--- config.mk ---
export PLATFORM = sky130hd
export DESIGN_NAME = div_ctrl_flat
export DESIGN_NICKNAME = d
export VERILOG_FILES = /design/src/rtl/div_ctrl_pkg.sv /design/src/rtl/div_ctrl_if.sv /design/src/rtl/div_step.sv /design/src/rtl/div_ctrl.sv /design/src/flat_wrapper.sv
export SDC_FILE = /design/constraint.sdc
export NUM_CORES = 1
export LEC_CHECK = 0
export ABC_CLOCK_PERIOD_IN_PS = 6500
export BUFFER_PORTS_ARGS = -buffer_cell sky130_fd_sc_hd__buf_2
export CAP_MARGIN = 10
export CORE_ASPECT_RATIO = 0.7
export CORE_UTILIZATION = 40
export CTS_CLUSTER_SIZE = 10
export DETAILED_ROUTE_END_ITERATION = 8
export PLACE_DENSITY = 0.69
export SLEW_MARGIN = 20
export SYNTH_ARGS = -nofsm -noshare
export SYNTH_HDL_FRONTEND = slang
export SYNTH_SLANG_ARGS = --single-unit
--- constraint.sdc ---
create_clock -name clk -period 6.5 [get_ports clk]
set_input_delay 0.975 -clock clk [delete_from_list [all_inputs] [get_ports clk]]
set_output_delay 0.975 -clock clk [all_outputs]
set_load 0.03 [all_outputs]
--- src/rtl/div_ctrl_pkg.sv ---
// Shared types and constants for the multi-cycle divide sequencer.
package div_ctrl_pkg;

   localparam int unsigned DATA_W = 32;
   localparam int unsigned CNT_W  = 6;

   typedef logic [DATA_W-1:0] reg_bus_t;
   typedef logic [CNT_W-1:0]  div_cnt_t;

   typedef enum logic [1:0] {
      DIV_IDLE    = 2'b00,
      DIV_DIVZERO = 2'b01,
      DIV_BUSY    = 2'b10,
      DIV_DONE    = 2'b11
   } div_state_e;

   // HI/LO write payload: remainder in the upper half, quotient in the lower
   typedef struct packed {
      reg_bus_t rem;
      reg_bus_t quo;
   } div_result_t;

   localparam logic DIV_START     = 1'b1;
   localparam logic DIV_STOP      = 1'b0;
   localparam logic DIV_READY     = 1'b1;
   localparam logic DIV_NOT_READY = 1'b0;

   function automatic reg_bus_t neg(input reg_bus_t x);
      return reg_bus_t'(~x + reg_bus_t'(1));
   endfunction

   function automatic reg_bus_t abs_val(input reg_bus_t x);
      return x[DATA_W-1] ? neg(x) : x;
   endfunction

endpackage

--- src/rtl/div_ctrl_if.sv ---
// EX-side request / result bundle of the divide sequencer.
interface div_ctrl_if;
   import div_ctrl_pkg::*;

   logic        start_i;
   logic        annul_i;
   logic        signed_i;
   reg_bus_t    opdata1_i;
   reg_bus_t    opdata2_i;
   div_result_t result_o;
   logic        ready_o;
   logic        stall_o;

   modport master (
      output start_i, annul_i, signed_i, opdata1_i, opdata2_i,
      input  result_o, ready_o, stall_o
   );

   modport slave (
      input  start_i, annul_i, signed_i, opdata1_i, opdata2_i,
      output result_o, ready_o, stall_o
   );

endinterface

--- src/rtl/div_step.sv ---
// One restoring shift-subtract step on {rem, dividend}; quotient bits shift into the dividend LSB.
module div_step
   import div_ctrl_pkg::*;
(
   input  reg_bus_t rem_i,
   input  reg_bus_t dvd_i,
   input  reg_bus_t divisor_i,
   output reg_bus_t rem_o,
   output reg_bus_t dvd_o
);

   logic [DATA_W:0] shifted;
   logic [DATA_W:0] diff;
   logic            take;

   // rem_i < divisor always holds, so diff fits DATA_W bits and its top bit is the borrow
   always_comb begin
      shifted = {rem_i, dvd_i[DATA_W-1]};
      diff    = shifted - {1'b0, divisor_i};
      take    = ~diff[DATA_W];
      rem_o   = take ? diff[DATA_W-1:0] : shifted[DATA_W-1:0];
      dvd_o   = {dvd_i[DATA_W-2:0], take};
   end

endmodule

--- src/rtl/div_ctrl.sv ---
// Divide sequencer: FSM, step counter, operand latch and sign fixup around div_step.
// Signed DIV support is compiled in with `define DIV_SIGNED_EN.
module div_ctrl
   import div_ctrl_pkg::*;
(
   input logic       clk,
   input logic       rst,
   div_ctrl_if.slave bus
);

   div_state_e  state;
   div_cnt_t    cnt;
   reg_bus_t    dvd;
   reg_bus_t    dsr;
   reg_bus_t    rem;
   div_result_t result;
   logic        ready;
   logic        neg_quo;
   logic        neg_rem;

   reg_bus_t    step_rem;
   reg_bus_t    step_dvd;
   reg_bus_t    opa;
   reg_bus_t    opb;
   logic        neg_quo_d;
   logic        neg_rem_d;
   div_result_t final_res;

   div_step u_step (
      .rem_i     (rem),
      .dvd_i     (dvd),
      .divisor_i (dsr),
      .rem_o     (step_rem),
      .dvd_o     (step_dvd)
   );

`ifdef DIV_SIGNED_EN
   // Signed requests run on magnitudes; the signs are restored on the last step
   always_comb begin
      opa       = bus.signed_i ? abs_val(bus.opdata1_i) : bus.opdata1_i;
      opb       = bus.signed_i ? abs_val(bus.opdata2_i) : bus.opdata2_i;
      neg_quo_d = bus.signed_i & (bus.opdata1_i[DATA_W-1] ^ bus.opdata2_i[DATA_W-1]);
      neg_rem_d = bus.signed_i & bus.opdata1_i[DATA_W-1];
   end
`else
   logic unused_signed;
   assign unused_signed = bus.signed_i;
   assign opa       = bus.opdata1_i;
   assign opb       = bus.opdata2_i;
   assign neg_quo_d = 1'b0;
   assign neg_rem_d = 1'b0;
`endif

   always_comb begin
      final_res.quo = neg_quo ? neg(step_dvd) : step_dvd;
      final_res.rem = neg_rem ? neg(step_rem) : step_rem;
   end

   always_ff @(posedge clk) begin
      if (rst) begin
         state   <= DIV_IDLE;
         cnt     <= '0;
         dvd     <= '0;
         dsr     <= '0;
         rem     <= '0;
         result  <= '0;
         ready   <= DIV_NOT_READY;
         neg_quo <= 1'b0;
         neg_rem <= 1'b0;
      end else begin
         case (state)
            DIV_IDLE: begin
               if (!bus.annul_i && bus.start_i == DIV_START) begin
                  if (bus.opdata2_i == '0) begin
                     state <= DIV_DIVZERO;
                  end else begin
                     dvd     <= opa;
                     dsr     <= opb;
                     rem     <= '0;
                     cnt     <= '0;
                     neg_quo <= neg_quo_d;
                     neg_rem <= neg_rem_d;
                     state   <= DIV_BUSY;
                  end
               end
            end
            DIV_DIVZERO: begin
               if (bus.annul_i) begin
                  state <= DIV_IDLE;
               end else begin
                  result <= '0;
                  ready  <= DIV_READY;
                  state  <= DIV_DONE;
               end
            end
            DIV_BUSY: begin
               if (bus.annul_i) begin
                  cnt   <= '0;
                  state <= DIV_IDLE;
               end else begin
                  dvd <= step_dvd;
                  rem <= step_rem;
                  cnt <= cnt + CNT_W'(1);
                  if (cnt == CNT_W'(DATA_W - 1)) begin
                     result <= final_res;
                     ready  <= DIV_READY;
                     state  <= DIV_DONE;
                  end
               end
            end
            DIV_DONE: begin
               // Result is held until EX drops the request or the pipeline flushes
               if (bus.start_i == DIV_STOP || bus.annul_i) begin
                  result <= '0;
                  ready  <= DIV_NOT_READY;
                  state  <= DIV_IDLE;
               end
            end
            default: state <= DIV_IDLE;
         endcase
      end
   end

   assign bus.result_o = result;
   assign bus.ready_o  = ready;
   assign bus.stall_o  = bus.start_i & ~ready & ~bus.annul_i;

endmodule

--- src/flat_wrapper.sv ---
// flat-port wrapper written by rule: the top's interface ports become plain ports
module div_ctrl_flat import div_ctrl_pkg::*;
  (clk, rst, bus_start_i, bus_annul_i, bus_signed_i, bus_opdata1_i, bus_opdata2_i, bus_result_o, bus_ready_o, bus_stall_o);
  div_ctrl_if bus_i ();
  input logic clk;
  input logic rst;
  input wire logic [$bits(bus_i.start_i)-1:0] bus_start_i;
  input wire logic [$bits(bus_i.annul_i)-1:0] bus_annul_i;
  input wire logic [$bits(bus_i.signed_i)-1:0] bus_signed_i;
  input wire logic [$bits(bus_i.opdata1_i)-1:0] bus_opdata1_i;
  input wire logic [$bits(bus_i.opdata2_i)-1:0] bus_opdata2_i;
  output wire logic [$bits(bus_i.result_o)-1:0] bus_result_o;
  output wire logic [$bits(bus_i.ready_o)-1:0] bus_ready_o;
  output wire logic [$bits(bus_i.stall_o)-1:0] bus_stall_o;
  assign bus_i.start_i = bus_start_i;
  assign bus_i.annul_i = bus_annul_i;
  assign bus_i.signed_i = bus_signed_i;
  assign bus_i.opdata1_i = bus_opdata1_i;
  assign bus_i.opdata2_i = bus_opdata2_i;
  assign bus_result_o = bus_i.result_o;
  assign bus_ready_o = bus_i.ready_o;
  assign bus_stall_o = bus_i.stall_o;
  div_ctrl u_core (.clk(clk), .rst(rst), .bus(bus_i));
endmodule
# Yosys cells after proc, flatten, opt, wreduce, memory -nomap -nowiden
# Cells that the tools add are included.
# Widths: inputs -> output; s select.
# op_classes
add_sub_neg,2
n_eq_ne,11
n_mux,30
n_bitwise,7
n_reduce_logical,12
# ops
cell,n
$mux 64,4
$mux 32,7
$pmux 64 s3,1
$pmux 32 s2,2
$sub 33x32->33,1
$logic_not 32->1,1
$mux 6,3
$mux 2,6
$pmux 6 s2,1
$reduce_and 3->1,3
$pmux 2 s4,1
$add 6x1->6 const B,1
$eq 6x5->1 const B,1
$ne 2x1->1 const B,3
$ne 2x2->1 const B,3
$not 1->1,5
$reduce_and 5->1,1
$eq 2x2->1 const B,2
$mux 1,4
$reduce_and 4->1,1
$ne 3x2->1 const B,1
$pmux 1 s3,1
$reduce_bool 3->1,1
$and 1x1->1,2
other kinds (6),6
# word_totals
regBits,169
output_inout_bits,66
wordCells,70

# Depth between registers and ports, before layout
# depth
depth_word,5
ltp_mapped,13

# Modules after synthesis
# Synthesis repeated with hierarchy kept, for this count alone.
# hier_totals
hier_cells,1141
area_unflattened_um2,9590.4
# by_module_without_submodules
module,instances,cells_each,area_each_um2,seq_area_each_um2
div_ctrl,1,804,6991.7,3383.2
div_step,1,337,2598.7,0.0

# Least setup slack after synthesis
# Ideal clock, no wire load.
# synth_path
path_kind,flip-flop to flip-flop
from,reg u_core.dvd[31]
to,reg u_core.result (netlist bit u_core.bus.result_o[50])
setup_time_ns,0.125
arrival_ns,2.629
required_ns,6.375
path_slack_ns,3.747
stages_incl_launch_ff,14
period_less_slack_ns,2.753
cell_sequence,dfxtp_1 inv_1 ha_1 inv_1 fa_1 a211oi_2 o211ai_2 o2111ai_2 a211oi_4 o311ai_4 nor2_8 buf_6 mux2i_1 o21ai_1
# synth_between
elab_chain_cells,5
# synth_lines
item,line_no,text
start: declaration,div_ctrl.sv:13,reg_bus_t dvd;
start signal: assignment,div_ctrl.sv:77,dvd <= opa;
start signal: assignment,div_ctrl.sv:101,dvd <= step_dvd;
$sub 33x32->33,div_step.sv:19,"diff = shifted - {1'b0, divisor_i};"
$mux 32,div_step.sv:21,rem_o = take ? diff[DATA_W-1:0] : shifted[DATA_W-1:0];
$mux 64,div_ctrl.sv:104,if (cnt == CNT_W'(DATA_W - 1)) begin
$mux 64,div_ctrl.sv:97,if (bus.annul_i) begin
$pmux 64 s3,div_ctrl.sv:71,case (state)
end signal: assignment,div_ctrl.sv:105,result <= final_res;
end: declaration,div_ctrl.sv:16,div_result_t result;
# Every way passes these cells. The select of a mux whose other input is x is not followed.
# A chain may end at the register's enable or synchronous reset.

# Final worst setup path
# layout_path
from,reg u_core.dvd[31]
to,reg u_core.rem[27]
# layout_between
elab_chain_cells,4
# layout_lines
item,line_no,text
$sub 33x32->33,div_step.sv:19,
$mux 32,div_step.sv:21,
$mux 32,div_ctrl.sv:97,
$pmux 32 s2,div_ctrl.sv:71,
end signal: assignment,div_ctrl.sv:102,rem <= step_rem;
end: declaration,div_ctrl.sv:15,reg_bus_t rem;
# Every way passes these cells. The select of a mux whose other input is x is not followed.

==> out/qor.csv <==
stage,metric,value,unit
grt,initial antenna violation count,0,
grt,global-route wire length before repair,36000,um
grt,largest net degree at the start of global routing,89,
die,Die Wd,177,um
synthesis,Mapped Avg Cell Area,8.53,um2
die,Die H,125,um
critical_path,CP Cell Sequence,inv_1 -> ha_1 -> inv_1 -> fa_1 -> a211oi_2 -> o211ai_2 -> o2111ai_2 -> a211oi_4 -> a32oi_1 -> nand2_1 -> o31ai_1 -> a22o_1,
synthesis,synth cell count leaders,"dfxtp_1 (169), nand2_1 (102), nor2_1 (95)",
pwr,leakage power,4.17,nW
clock_network,"CTS clk-pin slew, worst paths",70,ps
critical_path,"Largest stage delay, worst path",700,ps
routing,Remaining DRCs,0,
layout,Synth-to-Final Area Change,16.5,%
clock_network,CTS tree,yes,
grt,gr ovfl total,0,
clock_network,CTS root buf,clkbuf_16,
synthesis,top_reg_cell synth,dfxtp_1,
layout,"Net count, final",1209,
pwr,maximum vdd drop,0.000190,V
synthesis,"Cell Area, Synth",0.00858,mm2
synthesis,Synth top area share,39.4,%
placed_design,Inst Count DP,1359,
routing,Routed Antenna Nets,0,
grt,Tot GR Track Use,20.4,%
critical_path,Crit. End Element,register,
placed_design,PortBufs,133,
sta,Total Neg Setup Slack,0,ps
layout,share of layout cells above drive strength 1,17.2,%
critical_path,crit-path max FO,15,
sta,Fin. Hold Viols,0,
sta,maximum clock frequency,274,MHz
sta,slew margin rel.,30.6,%
grt,number of global-route vias before repair,6916,
clock_network,clk_lat worst skew,430,ps
clock_network,cts bufs inserted,17,
sta,tightest hold margin,444,ps
routing,routed length per placed instance,15.8,um
synthesis,"Seq/Total Area, Yosys",39.4,%
layout,Non-Filler Instances,1391,
synthesis,top cells by area in the synthesized netlist,"dfxtp_1 (39%), mux2i_1 (10%), ha_1 (5.4%)",
pwr,overall power,4.14,mW
clock_network,Sink Count,169,
critical_path,kind of critical path,register to register,
clock_network,CTS H-tree depth,4,
routing,via/cell ratio,5.39,
routing,via count,7501,
sta,final setup vio count,0,
die,IO Pins,135,
synthesis,fraction of registers with async set/reset,0,%
sta,Least-Margin Pin Slew,1040,ps
pwr,pwr dens,414,mW/mm2
sta,RSZ-0062 raised after global routing,false,
synthesis,Ys Warns,0,
synthesis,Synth Instances,1006,
layout,Final Util,47.9,%
sta,fin crit share,56.2,%
die,core region area,0.0209,mm2
sta,Pins Over Slew Limit,0,
layout,antenna fix cells,0,
synthesis,most common cell in the netlist,dfxtp_1,
critical_path,Critical Path Most Common Cell,inv_1,
clock_network,# hold bufs at CTS,0,
critical_path,CP startpoint kind,register,
placed_design,placer congestion estimate,0.918,
sta,Clock Skews,12.4,ps
clock_network,clk buf depth,2,
clock_network,Post-CTS Setup Inserts,0,
synthesis,Synth Net Count,1113,
critical_path,data required time of the worst path,6860,ps
job,MaxCap Viol Count,0,
synthesis,top cell type by total area after synthesis,dfxtp_1,
layout,filler cell count,2036,
die,Initial Util,41.1,%
die,FP Rows,44,
synthesis,number of flops mapped to enable cells by yosys,0,
critical_path,Slowest cell on crit path,o31ai_1,
die,Die ar.,0.0221,mm2
critical_path,"Arr. time, crit path",4020,ps
hold_path,Min-Delay Path Class,register to register,
routing,Detailed Route WL,22000,um
synthesis,number of synthesized register bits,169,
run_status,outcome,"complete, no violations",
synthesis,synth unique cells,63,
placed_design,DP HPWL,15900,um
clock_network,Post-CTS Resized,0,
routing,DR iter-0 viols,556,
sta,min cycle time layout,3660,ps
routing,drt first pass iters,5,
critical path, delay by kind of cell, from the launching register on:
kind | cells | cell delay (ps)
AO/OA/AOI/OAI | 7 | 2100
adder cells (fa/ha/maj) | 2 | 580
buffers and inverters | 2 | 120
flip-flops | 1 | 350
AND/OR/NAND/NOR | 1 | 420
cells by family (layout without fill, tap and decap cells):
family	after synthesis	in the layout	synth area share, %
AOI/OAI and AO/OA	277	277	21.0
xor gates and xnor gates	31	31	3.16
adders and majority gates	38	38	5.63
buffers and inverters	108	217	5.04
DFF	169	169	39.4
muxes	87	87	10.2
and+or+nand+nor	296	296	15.6
worst paths after layout:
check                                       startpoint                                   end  slack (ps)  depth (start not counted)
hold reg to reg   u_core.bus.result_o[49]$_SDFFE_PP0P_  u_core.bus.result_o[49]$_SDFFE_PP0P_         440                          2
hold / removal    u_core.bus.result_o[49]$_SDFFE_PP0P_  u_core.bus.result_o[49]$_SDFFE_PP0P_         440                          2
setup / recovery           u_core.dvd[31]$_SDFFE_PP0P_           u_core.rem[27]$_SDFFE_PP0P_        2840                         12
setup reg to reg           u_core.dvd[31]$_SDFFE_PP0P_           u_core.rem[27]$_SDFFE_PP0P_        2840                         12
cell type report:
type,count,area (um2),area share [%]
multi-input cells,729,4790,47.9
repair buffers,141,728,7.28
flip-flops and latches,169,3380,33.8
clock buffers,17,425,4.25
clock inverters,15,158,1.58
well taps,276,345,3.45
inverters,44,165,1.65
per-layer routing:
metal,vias to the layer above,part of all wire [%],track usage (%)
met5,-,0,0
met1,3484,53,30.9
met3,11,6.2,4.76
met4,0,0.61,3.70
li1,3789,-,-
met2,217,41,29.0
state kept, by name, summed over array words and instances, names as in the netlist:
signal               cells
u_core.state             2
u_core.dvd              32
u_core.bus.ready_o       1
u_core.cnt               6
u_core.dsr              32
u_core.bus.result_o     64
u_core.rem              32
metrics by stage:
stage | cell area [um2] | worst slack (ps)
5_1_grt | 10000 | 2640
3_3_place_gp | 9410 | 2290
6_report | 10000 | 2840
3_5_place_dp | 9410 | 2200
4_1_cts | 10000 | 2660
2_1_floorplan | 8580 | 3750
placed cells by master, fill, tap and decap left out, types with 3 or more instances in the layout:
cell type   Yosys  layout
buf_2          10     132
a21boi_0        4       4
a32oi_1        12      12
and4_1          3       3
a211o_1         5       5
xor2_1         17      17
a311oi_1        3       3
inv_8           0       6
dfxtp_1       169     169
clkinv_4        0       4
nand4_1         8       8
o211ai_1        7       7
nand2b_1       12      12
a21oi_1        75      74
o21a_1          6       6
and3_1          5       5
a21o_1         16      16
nand3_1        39      39
nor2_1         95      93
mux2i_1        86      86
nand2_1       102     102
xnor2_1        14      14
buf_4           0       9
or3_1           4       4
o21ai_1        41      41
nor3_1          7       6
inv_1          44      44
nor4_1          9       9
a31oi_1         6       6
a211oi_1       36      36
clkinvlp_4      0       3
ha_1           37      36
a22o_1          4       4
clkbuf_16       0      17
o21ai_0        37      37
power by group:
part	leakage [nW]	total (mW)	internal, mW	switching (mW)
sequential	1.37	1.24	1.15	0.0849
combinational	2.52	1.91	0.693	1.22
clock	0.276	0.992	0.513	0.479
No activity file was read; power rests on OpenSTA's default activity.
